`src/rtl/sw_clk_pkg.sv`:
```
// Shared state and field encodings for the stopwatch/clock button controller.
package sw_clk_pkg;

  typedef enum logic [1:0] {
    ST_SW       = 2'd0,
    ST_CLK      = 2'd1,
    ST_SET_HOUR = 2'd2,
    ST_SET_MIN  = 2'd3
  } state_e;

  localparam logic [1:0] FLD_NONE = 2'd0;
  localparam logic [1:0] FLD_HOUR = 2'd1;
  localparam logic [1:0] FLD_MIN  = 2'd2;

endpackage

```
`src/rtl/sw_clk_btn_ctrl_tick_gen.sv`:
```
// Free-running prescaler: tick is high for one clk cycle at terminal count.
module tick_gen #(
  parameter int unsigned DIV = 1_000_000
) (
  input  logic clk,
  input  logic rst_n,
  output logic tick
);

  localparam int unsigned CW = (DIV > 1) ? $clog2(DIV) : 1;
  localparam logic [CW-1:0] TERM = CW'(DIV - 1);
  localparam logic [CW-1:0] ONE  = CW'(1);

  logic [CW-1:0] cnt_q;
  logic [CW-1:0] cnt_d;

  // Next count with wrap at terminal count
  always_comb begin
    if (cnt_q == TERM) begin
      cnt_d = '0;
    end else begin
      cnt_d = cnt_q + ONE;
    end
  end

  // Prescaler register
  always_ff @(posedge clk or negedge rst_n) begin
    if (!rst_n) begin
      cnt_q <= '0;
    end else begin
      cnt_q <= cnt_d;
    end
  end

  assign tick = (cnt_q == TERM);

endmodule

```
`src/rtl/sw_clk_btn_ctrl.sv`:
```
// Button control FSM: mode select, stopwatch run/clear, clock time-set with
// hold-to-repeat increment and inactivity timeout. All outputs registered.
module sw_clk_btn_ctrl
  import sw_clk_pkg::*;
#(
  parameter int unsigned F_TICK_DIV    = 1_000_000,
  parameter int unsigned HOLD_TICKS    = 50,
  parameter int unsigned REPEAT_TICKS  = 10,
  parameter int unsigned TIMEOUT_TICKS = 1000
) (
  input  logic       clk,
  input  logic       rst_n,
  input  logic       i_run_p,
  input  logic       i_run_lvl,
  input  logic       i_clear_p,
  input  logic       i_mode_p,
  output logic       o_mode,
  output logic       o_sw_run,
  output logic       o_sw_clear,
  output logic       o_clk_set,
  output logic [1:0] o_set_field,
  output logic       o_inc_p,
  output logic [1:0] o_state
);

  localparam int unsigned HW = $clog2(HOLD_TICKS + 1);
  localparam int unsigned RW = $clog2(REPEAT_TICKS + 1);
  localparam int unsigned TW = $clog2(TIMEOUT_TICKS + 1);

  logic tick;

  tick_gen #(.DIV(F_TICK_DIV)) u_tick_gen (
    .clk  (clk),
    .rst_n(rst_n),
    .tick (tick)
  );

  state_e        state_q, state_d;
  logic          sw_run_q, sw_run_d;
  logic          sw_clear_q, sw_clear_d;
  logic          inc_q, inc_d;
  logic          mode_q, mode_d;
  logic          clk_set_q, clk_set_d;
  logic [1:0]    field_q, field_d;
  logic [HW-1:0] hold_q, hold_d;
  logic [RW-1:0] rep_q, rep_d;
  logic [TW-1:0] to_q, to_d;
  logic          in_set, any_p, rep_evt, timeout;

  // Next-state, counters and registered-output decode
  always_comb begin
    state_d    = state_q;
    sw_run_d   = sw_run_q;
    sw_clear_d = 1'b0;
    inc_d      = 1'b0;
    hold_d     = hold_q;
    rep_d      = rep_q;
    to_d       = to_q;
    rep_evt    = 1'b0;
    timeout    = 1'b0;
    in_set     = (state_q == ST_SET_HOUR) || (state_q == ST_SET_MIN);
    any_p      = i_run_p | i_clear_p | i_mode_p;

    // hold_q saturates at HOLD_TICKS; rep_q then paces the repeat strobes
    if (in_set && i_run_lvl) begin
      if (tick) begin
        if (hold_q < HW'(HOLD_TICKS)) begin
          hold_d = hold_q + HW'(1);
          if (hold_q == HW'(HOLD_TICKS - 1)) begin
            rep_evt = 1'b1;
            rep_d   = '0;
          end else begin
            rep_d = rep_q;
          end
        end else if (rep_q == RW'(REPEAT_TICKS - 1)) begin
          rep_evt = 1'b1;
          rep_d   = '0;
        end else begin
          rep_d = rep_q + RW'(1);
        end
      end else begin
        hold_d = hold_q;
      end
    end else begin
      hold_d = '0;
      rep_d  = '0;
    end

    if (in_set && !any_p && !i_run_lvl) begin
      if (tick) begin
        if (to_q == TW'(TIMEOUT_TICKS - 1)) begin
          timeout = 1'b1;
          to_d    = '0;
        end else begin
          to_d = to_q + TW'(1);
        end
      end else begin
        to_d = to_q;
      end
    end else begin
      to_d = '0;
    end

    case (state_q)
      ST_SW: begin
        if (i_mode_p) begin
          state_d = ST_CLK;
        end else if (i_clear_p) begin
          sw_clear_d = ~sw_run_q;
        end else if (i_run_p) begin
          sw_run_d = ~sw_run_q;
        end else begin
          state_d = ST_SW;
        end
      end
      ST_CLK: begin
        if (i_mode_p) begin
          state_d = ST_SW;
        end else if (i_clear_p) begin
          state_d = ST_SET_HOUR;
        end else begin
          state_d = ST_CLK;
        end
      end
      ST_SET_HOUR, ST_SET_MIN: begin
        if (i_mode_p) begin
          state_d = ST_SW;
        end else if (i_clear_p) begin
          state_d = (state_q == ST_SET_HOUR) ? ST_SET_MIN : ST_CLK;
        end else if (i_run_p || rep_evt) begin
          inc_d = 1'b1;
        end else if (timeout) begin
          state_d = ST_CLK;
        end else begin
          state_d = state_q;
        end
      end
      default: begin
        state_d = ST_SW;
      end
    endcase

    if (state_d != state_q) begin
      hold_d = '0;
      rep_d  = '0;
      to_d   = '0;
    end else begin
      to_d = to_d;
    end

    mode_d    = (state_d != ST_SW);
    clk_set_d = (state_d == ST_SET_HOUR) || (state_d == ST_SET_MIN);
    case (state_d)
      ST_SET_HOUR: field_d = FLD_HOUR;
      ST_SET_MIN:  field_d = FLD_MIN;
      default:     field_d = FLD_NONE;
    endcase
  end

  // State, counters and output registers
  always_ff @(posedge clk or negedge rst_n) begin
    if (!rst_n) begin
      state_q    <= ST_SW;
      sw_run_q   <= 1'b0;
      sw_clear_q <= 1'b0;
      inc_q      <= 1'b0;
      mode_q     <= 1'b0;
      clk_set_q  <= 1'b0;
      field_q    <= FLD_NONE;
      hold_q     <= '0;
      rep_q      <= '0;
      to_q       <= '0;
    end else begin
      state_q    <= state_d;
      sw_run_q   <= sw_run_d;
      sw_clear_q <= sw_clear_d;
      inc_q      <= inc_d;
      mode_q     <= mode_d;
      clk_set_q  <= clk_set_d;
      field_q    <= field_d;
      hold_q     <= hold_d;
      rep_q      <= rep_d;
      to_q       <= to_d;
    end
  end

  assign o_mode      = mode_q;
  assign o_sw_run    = sw_run_q;
  assign o_sw_clear  = sw_clear_q;
  assign o_clk_set   = clk_set_q;
  assign o_set_field = field_q;
  assign o_inc_p     = inc_q;
  assign o_state     = state_q;

endmodule
```
`config.mk`:
```
export PLATFORM = sky130hd
export DESIGN_NAME = sw_clk_btn_ctrl
export DESIGN_NICKNAME = d
export VERILOG_FILES = /design/src/rtl/sw_clk_pkg.sv /design/src/rtl/sw_clk_btn_ctrl_tick_gen.sv /design/src/rtl/sw_clk_btn_ctrl.sv
export SDC_FILE = /design/constraint.sdc
export NUM_CORES = 1
export LEC_CHECK = 0
export CAP_MARGIN = 20
export CORE_ASPECT_RATIO = 0.5
export CORE_MARGIN = 5
export CORE_UTILIZATION = 30
export DETAILED_ROUTE_END_ITERATION = 8
export DONT_BUFFER_PORTS = 1
export GPL_ROUTABILITY_DRIVEN = 0
export PLACE_DENSITY_LB_ADDON = 0.3
export SLEW_MARGIN = 20
export SYNTH_ARGS = -nofsm -noshare
export SYNTH_HDL_FRONTEND = slang
export SYNTH_SLANG_ARGS = --single-unit
```
`constraint.sdc`:
```
create_clock -name clk -period 3.35 [get_ports clk]
set_input_delay 0.67 -clock clk [delete_from_list [all_inputs] [get_ports clk]]
set_output_delay 0.67 -clock clk [all_outputs]
set_load 0.01 [all_outputs]
```
# --- Word level (Yosys, flattened, before mapping) ---
# Cells that the tools add are included.
word_totals:
  word_cells: 91
  output_inout_bits: 9
  input_bits: 6
  register_bits: 49
classes:
  mux: 42
  n_eq_ne: 14
  magnitude_cmp: 1
  addsub: 4
  reduce_logical: 14
  n_bitwise: 5
ops:
  columns: ["operator", "count"]
  rows:
  - ["$mux 10", 4]
  - ["$mux 4", 6]
  - ["$mux 6", 4]
  - ["$add 20x1->20 const B", 1]
  - ["$eq 20x20->1 const B", 1]
  - ["$mux 2", 10]
  - ["$mux 20", 1]
  - ["$mux 1", 15]
  - ["$add 10x1->10 const B", 1]
  - ["$eq 10x10->1 const B", 1]
  - ["$eq 2x2->1 const B", 4]
  - ["$add 6x1->6 const B", 1]
  - ["$eq 6x6->1 const B", 1]
  - ["$lt 6x6->1 const B", 1]
  - ["$ne 3x2->1 const B", 2]
  - ["$pmux 2 s3", 1]
  - ["$add 4x1->4 const B", 1]
  - ["$eq 4x4->1 const B", 1]
  - ["$ne 4x2->1 const B", 1]
  - ["$pmux 2 s2", 1]
  - ["$reduce_and 2->1", 2]
  - ["$reduce_and 4->1", 1]
  - ["$logic_and 1x1->1", 3]
  - ["$logic_or 1x1->1", 3]
  - ["9 further kinds", 13]

# --- Depth between registers and ports, before layout ---
# Gate-level depths: netlist (run 1).
logic_depth:
  depth_word: 14
  ltp_mapped: 7

# --- By module ---
# From an unflattened synthesis (run 1), not the netlist that was laid out.
unflattened:
  hier_cells: 258
  hier_area_um2: 2586.2
by_module_without_submodules:
  columns: ["mod", "seq_area_each_um2", "area_per_inst_um2", "instances", "cells_each"]
  rows:
  - ["sw_clk_btn_ctrl", 700.7, 1540.2, 1, 161]
  - ["tick_gen", 500.5, 1046.0, 1, 97]

# --- Worst setup path before layout (run 1) ---
# Ideal clock, no wire load.
synth_timing:
  path_type: "register to register"
  start: "reg u_tick_gen.cnt_q[8]"
  end: "reg to_q[3]"
  t_arrival_ns: 2.012
  slack_ns: 1.259
  period_less_slack_ns: 2.091
  stages_incl_launch_ff: 6
  cell_sequence: "dfrtp_1 or4_4 nor4_4 nand2_2 or4_1 a21oi_1"
synth_via:
  elab_chain_len: 10
  elab_cells_between_ends: 14
  cone_classes: "eq/ne: 3; mux: 10; reduce/logical: 1"
synth_rtl:
  columns: ["item", "line", "source"]
  rows:
  - ["start, declared", "sw_clk_btn_ctrl_tick_gen.sv:14", "logic [CW-1:0] cnt_q;"]
  - ["start signal, assigned", "sw_clk_btn_ctrl_tick_gen.sv:31", "cnt_q <= cnt_d;"]
  - ["$eq 20x20->1 (*)", "sw_clk_btn_ctrl_tick_gen.sv:35", "assign tick = (cnt_q == TERM);"]
  - ["$mux 1 (on tied branches)", "sw_clk_btn_ctrl.sv:90, sw_clk_btn_ctrl.sv:66", null]
  - ["$mux 1 (on tied branches)", "sw_clk_btn_ctrl.sv:89, sw_clk_btn_ctrl.sv:65", null]
  - ["$mux 2 / $logic_or 1x1->1 (equally long branches)", "sw_clk_btn_ctrl.sv:132, sw_clk_btn_ctrl.sv:130", null]
  - ["$mux 2", "sw_clk_btn_ctrl.sv:130", "end else if (i_run_p || rep_evt) begin"]
  - ["$mux 2", "sw_clk_btn_ctrl.sv:128", "end else if (i_clear_p) begin"]
  - ["$mux 2", "sw_clk_btn_ctrl.sv:126", "if (i_mode_p) begin"]
  - ["$pmux 2 s3", "sw_clk_btn_ctrl.sv:104", "case (state_q)"]
  - ["$ne 2x2->1", "sw_clk_btn_ctrl.sv:143", "if (state_d != state_q) begin"]
  - ["$ne 3x2->1 (no source line) / $mux 10 (equally long branches)", null, null]
  - ["end signal, assigned", "sw_clk_btn_ctrl.sv:183", "to_q <= to_d;"]
  - ["end, declared", "sw_clk_btn_ctrl.sv:47", "logic [TW-1:0] to_q, to_d;"]
# Mark *: on every way between the ends. The rest lies on a longest branch, timed or not.
# A chain may end at the register's enable or synchronous reset.

# --- Worst setup path after layout (run 1) ---
# Ends and elaborated chain as after synthesis.

==> results.md, run 1 <==
- Setup repair bufs after CTS: 0
- Top Layer Used: met4
- DP Area: between 0.002 and 0.003 mm2
- DIE HEIGHT: between 70 and 80 um
- Register Area: 0.00120 mm2
- TritonCTS clock tree: yes
- Tmin final: about 2.5 ns
- Worst min path class: input pin to async pin
- P per Cell Area: roughly 460 mW/mm2
- Fin Setup TNS: 0 ns
- Syn_nets: between 200 and 300
- Synth Instances: ~240
- Critical path type: flip-flop to flip-flop
- Critical R2R Launch: u_tick_gen.cnt_q[8]
- Metal3 WL: 222 um
- Final hold violations: 0
- Peak supply drop: roughly 0.0002 V
- Fraction of layout instances using a drive strength above 1: 7.38%
- DIE AREA: between 0.01 and 0.015 mm2
- Largest net degree at the start of global routing: 49
- Slew HR: approximately 43%
- Number of synthesized flops with an enable pin: 0
- Most common cell after layout, fill and taps aside: dfrtp_1
- Cell area after layout: between 0.002 and 0.003 mm2
- CTS Sinks: between 40 and 50
- Routed length on met1: between 2000 and 2500 um
- First-pass GRT wire length: 8110 um
- Hold buffers post-CTS: 0
- Port bufs: 0
- Final setup violation count: 0
- Antenna viol nets, final: 0
- Clock Path Buffers: 2
- Core area: 0.00794 mm2
- # diodes: 0
- YS warnings: 0
- Initial Util: between 30 and 40%
- Post-Syn Area: between 0.002 and 0.0025 mm2
- Distinct cells, synth: between 40 and 50
- Final HPWL DP: approximately 3200 um
- Cells along the critical path: or4_4 > nor4_4 > nand2_2 > or4_1 > a21oi_1
- Worst-path fanout max: 17
- Crit path DAT: 2.68 ns
- Remaining DRCs: 0
- Vias: roughly 1,800
- DR WL met2: 2150 um
- RSZ-0062 raised after global routing: false
- Num CTS Buffers: 5
- Post-synth top flop: dfrtp_1
- Slowest-stage cell, CP: or4_4
- Via density per instance: 4.99
- Final WL: between 4000 and 5000 um
- Reg2Reg Depth: 5
- Final period utilization: between 70 and 80%
- Total iterations of the first detailed-routing run: 4
- Startpoint types: flip-flop
- Slew Viols, Final: 0
- Endpoint class of the critical path: flip-flop
- Pleak: 1.07 nW
- Grt total ovfl: 0
- Chip width: around 140 um
- P&R area growth vs syn: 12.0%
- Cts repair resizes: 0
- CP Launch Point: u_tick_gen.cnt_q[8]
- Ys async rst share: between 90% and 100%
- Initial antenna violation count: 0
- Fill count: 812
- Worst Max-Slew Pin Slew: around 0.84 ns
- Worst-skew pair later-pin latency: around 0.29 ns
- Number of global-route vias before repair: 1,706
- DR WL/cell: around 13 um
- Layout Nets: ~260
- H-tree Lvls: 2
- Syn Area/Cell: 10.1 um2
- Post-synthesis sequential area ratio: around 50%
- Yosys reg bits: 48
- Most frequent cells in the layout: 48 x dfrtp_1, 22 x nor2_1, 18 x nand2_1, 17 x nand3_1, 15 x a21oi_1
- # IOs: 15
- All-Layer GR Usage: about a tenth
- Rows: 23
- Area of the multi-input gates: roughly 0.0012 mm2
- F_max: roughly 400 MHz
- WP data required: about 3.6 ns
- Clk_skew: 0.00618 ns
- Root Buffer: clkbuf_16
- Run status: completed
- Clock slew at reported path FFs: 0.07 ns
- Worst path max stage delay: 0.56 ns
- DR iter-0 viols: between 100 and 150
- Max-cap violations: 0
-- synthesized netlist by cell type, types with 2 or more instances --
cell type / n / area [um2]
nor2b_1: 3 / 18.8
buf_2: 2 / 10.0
and3_1: 8 / 50.1
nand3_1: 17 / 85.1
nand3b_1: 2 / 15.0
inv_1: 5 / 18.8
nor2_1: 22 / 82.6
mux2i_1: 2 / 20.0
nor3_1: 3 / 15.0
nor3b_1: 5 / 37.5
nand2_1: 18 / 67.6
ha_1: 6 / 75.1
and2_1: 2 / 12.5
o21ai_0: 8 / 40.0
nand4_1: 7 / 43.8
clkbuf_1: 3 / 11.3
and4_1: 3 / 26.3
a211oi_1: 2 / 15.0
nand4b_1: 3 / 26.3
dfrtp_1: 48 / 1200
o211ai_1: 2 / 15.0
o31ai_1: 2 / 15.0
nor4_1: 2 / 12.5
xnor2_1: 11 / 96.3
a31oi_1: 3 / 18.8
or3_1: 6 / 37.5
xor2_1: 12 / 105
nor4bb_1: 2 / 20.0
a21oi_1: 15 / 75.1
-- worst max-delay path, delay by kind of cell, from the launching register on --
kind	cells	cell delay [ns]
simple gates	4	1.85
flops	1	0.41
compound gates	1	0.15
-- metal layers --
metal	up-vias	global-route usage, %
li1	871	-
met1	876	13.0
met2	27	16.7
met3	2	2.80
met4	0	2.65
met5	-	0
-- registers in the layout, summed over array words and instances (netlist names) --
signal / count
u_tick_gen.cnt_q: 20
to_q: 10
hold_q: 6
rep_q: 4
o_set_field: 2
o_clk_set: 1
o_inc_p: 1
o_mode: 1
o_state: 1
o_sw_clear: 1
o_sw_run: 1
-- logic make-up after synthesis --
group                      count (synthesis)  synth area share (%)
DFF                                       48                  49.6
AOI/OAI and AO/OA                         38                  9.61
and+or+nand+nor                          111                  26.0
buffers and inverters                     13                  2.58
xor gates and xnor gates                  23                  8.32
adders and majority gates                  6                  3.10
muxes                                      2                 0.826
-- final cells by class --
type                            instances  share of cell area (%)
Multi-Input combinational cell        180                    42.7
Tap cell                              112                    5.17
Clock buffer                            5                    4.61
Timing Repair Buffer                    3                   0.830
Clock inverter                          3                    1.71
Inverter                                5                   0.692
Sequential cell                        48                    44.3
-- stage by stage --
stage	hold slack [ns]	std cells	utilization [%]	worst slack (ns)	total power [mW]
after floorplan	0.374	241	-	1.26	0.663
after global placement	0.378	348	32.0	0.930	0.667
after detailed placement	0.378	348	32.0	0.870	0.668
after CTS	0.0643	356	34.2	0.854	1.25
after global routing	0.0608	356	34.2	0.718	1.28
final	0.0761	356	34.2	0.877	1.24
-- worst paths after layout --
kind	slack, ns	endpoint
worst max-delay path	0.88	to_q[3]
worst min-delay path	0.08	u_tick_gen.cnt_q[7]
worst max register to register	0.88	to_q[3]
worst min register to register	0.48	u_tick_gen.cnt_q[4]
max in group asynchronous	3.19	o_clk_set
min in group clk	0.44	o_clk_set
-- power by group --
group | switching (mW) | internal (mW)
Combinational | 0.0137 | 0.0177
Sequential | 0.0279 | 0.596
Clock | 0.225 | 0.355
(Power assumes the default switching activity.)
==> run 2: changes to the inputs <==
ABC_AREA = 1   (was not set)
clock period = 2.1 ns   (was 3.35 ns; I/O delays follow)
==> results.md, run 2 <==
- Initial Util: between 30% and 40%
- Endpoint class of the critical path: flip-flop
- Minimum hold slack: ~0.3 ns
- RSZ-0062 raised after global routing: false
- Buf/Inv on CP: 0
- Number of flip-flops under the largest register name: 20
- Critical R2R Launch: u_tick_gen.cnt_q[0]
- DR iter-0 viols: 200
- Clock slew at reported path FFs: approximately 0.06 ns
- DR WL/cell: between 10 and 15 um
- Post-Layout Cell Count: 500
- Post-synth top flop: dfrtp_1
- Reg2Reg Depth: 13
- Slowest-stage cell, CP: dfrtp_1
- Post-synth top area share: between 40 and 50%
- Final Worst Setup Slack: ~0.21 ns
- Final HPWL DP: ~4400 um
- Cells along the critical path: ha_1 > nand2_1 > nor2_2 > nand2_1 > nor2_2 > nand2_2 > o21bai_2 > nand2_1 > nand2_2 > nand2_2 > nand2_2 > nand3_4 > nor2_1
- Vias: around 2,300
- H-tree Lvls: 2
- Syn_nets: 381
- Core area: roughly 0.0089 mm2
- P&R area growth vs syn: 13.0%
- TritonCTS clock tree: yes
- Worst min path class: input pin to flip-flop
- Worst Max-Slew Pin Slew: about 0.33 ns
- Layout Nets: between 300 and 400
- CTS Sinks: 48
- Worst path max stage delay: roughly 0.37 ns
- Fin Setup TNS: 0 ns
- Chip width: approximately 150 um
- Run status: completed
- Reg-to-reg endpoint: rep_q[1]
- # IOs: 15
- Number of global-route vias before repair: around 2,100
- P per Cell Area: about 690 mW/mm2
- Pre-CTS setup slack: between 0.15 and 0.2 ns
- Post-synth top cells: 62 x inv_1, 62 x nand2_1, 58 x nor2_1, 48 x dfrtp_1, 31 x nand3_1
- Reg with most FFs: u_tick_gen.cnt_q
- Port bufs: 0
- Critical path type: flip-flop to flip-flop
- CP Launch Point: u_tick_gen.cnt_q[0]
- Root Buffer: clkbuf_16
- DR WL met2: around 2400 um
- Biggest regs: u_tick_gen.cnt_q: 20 flops, to_q: 10 flops, hold_q: 6 flops
- CP Capture Point: rep_q[1]
- Tmin final: around 1.9 ns
- Critical path's top delay family: simple AND/OR/NAND/NOR gates
- Synth area leader: dfrtp_1
- Total iterations of the first detailed-routing run: 5
- Max-cap violations: 0
- Yosys reg bits: between 40 and 50
- Synth Instances: roughly 370
- Worst path depth: 13
- Fraction of layout instances using a drive strength above 1: 10.4%
- Post-Syn Area: between 0.002 and 0.003 mm2
- Inst Count DP: between 400 and 500
- Largest net degree at the start of global routing: 49
- Peak supply drop: approximately 0.00057 V
- Crit path DAT: roughly 2.1 ns
- Worst-path fanout max: 10
- Crit path top cell by count: nand2_2
- YS warnings: 0
- Final WL: slightly below 6000 um
- Syn Area/Cell: approximately 7.6 um2
- Distinct cells, synth: 32
- Metal3 WL: 320 um
- Reg2reg setup slack: roughly 0.21 ns
- Final setup violation count: 0
- DIE HEIGHT: about 80 um
- All-Layer GR Usage: a little over a tenth
- Number of synthesized flops with an enable pin: 0
- WP data required: 2.31 ns
- Num CTS Buffers: 5
- Worst-skew pair later-pin latency: roughly 0.28 ns
- Remaining DRCs: 0
- Routed length on met1: 3070 um
- Leading post-synthesis cells by cell area: dfrtp_1 43%, inv_1 8.3%, nand2_1 8.3%
- Startpoint types: flip-flop
- F_max: 529 MHz
- Ys async rst share: 100%
- Hold path cells: 3
- Via density per instance: between 4 and 5
- Final hold violations: 0
- # diodes: 0
- Hold_sp: i_mode_p
- Most frequent cells in the layout: 62 x inv_1, 62 x nand2_1, 58 x nor2_1, 48 x dfrtp_1, 31 x nand3_1
- Pleak: ~1.5 nW
- Clock Path Buffers: 2
- Post-synthesis sequential area ratio: 43.0%
- Rows: 24
- Final period utilization: 90.0%
- Clk_skew: between 0.004 and 0.005 ns
- Slew Viols, Final: 0
- Grt total ovfl: 0
- First-pass GRT wire length: roughly 10,000 um
- DIE AREA: around 0.011 mm2
- Antenna viol nets, final: 0
- Slew HR: between 70% and 80%
- Core Util, Final: between 30% and 40%
- Top Layer Used: met4
- Initial antenna violation count: 0
run 2: cell types whose count changed after synthesis, sizes merged, moves of 7 or more:
cell / change
nand3: +14
and3: -7
nand2: +49
nor3: +7
inv: +59
nor2: +43
o21ai: +16
run 2: routing by layer:
layer | vias to the layer above | global-route usage [%]
met2 | 66 | 15.7
met4 | 0 | 2.81
met5 | - | 0
met1 | 1026 | 15.3
met3 | 10 | 2.30
li1 | 1195 | -
run 2: final cells by class:
class	count	area (um2)
Sequential cell	48	1200
Clock buffer	6	139
Inverter	64	240
Fill cell	936	5740
Clock inverter	2	10.0
Multi-Input combinational cell	254	1330
Timing Repair Buffer	9	90.1
Tap cell	117	146
run 2: kinds of logic (layout without fill, tap and decap cells):
family | count (synthesis) | count (layout) | share of synthesized area (%)
AO/OA/AOI/OAI | 38 | 38 | 8.07
adder cells (fa/ha/maj) | 6 | 6 | 2.69
AND/OR/NAND/NOR | 192 | 192 | 31.1
XOR/XNOR | 18 | 18 | 5.65
flip-flops | 48 | 48 | 43.0
buffers and inverters | 67 | 81 | 9.46
run 2: through the flow:
stage | power (mW) | instance area [um2]
6_report | 2.17 | 3150
3_3_place_gp | 1.37 | 2960
3_5_place_dp | 1.37 | 2960
4_1_cts | 2.21 | 3150
5_1_grt | 2.29 | 3150
2_1_floorplan | 1.30 | 2790
run 2: how the worst min path moves through the flow:
stage / end / slack (ns)
after floorplan: hold_q[0] / 0.12
after global placement: o_set_field[1] / 0.13
after detailed placement: o_set_field[1] / 0.13
after CTS: o_sw_clear / 0.30
after global routing: o_sw_clear / 0.32
final: o_sw_clear / 0.31
run 2: timing repair:
item / 4_1_cts / 5_1_grt
hold buffers: 2 / 0
resized for setup: 0 / 0
hold endpoints to repair: 48 / 0
setup buffers: 0 / 1
setup endpoints to repair: 0 / 10
run 2: worst register-to-register path, stage by stage (launching register included):
cell and delay [ns]:
dfrtp_1 0.37, ha_1 0.21, nand2_1 0.08, nor2_2 0.12, nand2_1 0.08, nor2_2 0.11
nand2_2 0.14, o21bai_2 0.15, nand2_1 0.07, nand2_2 0.07, nand2_2 0.08, nand2_2 0.09
nand3_4 0.13, nor2_1 0.13
run 2: where the power goes:
group	leakage [nW]	switching, mW	internal, mW
Clock	0.0766	0.330	0.469
Sequential	0.648	0.0685	0.975
Combinational	0.738	0.228	0.102
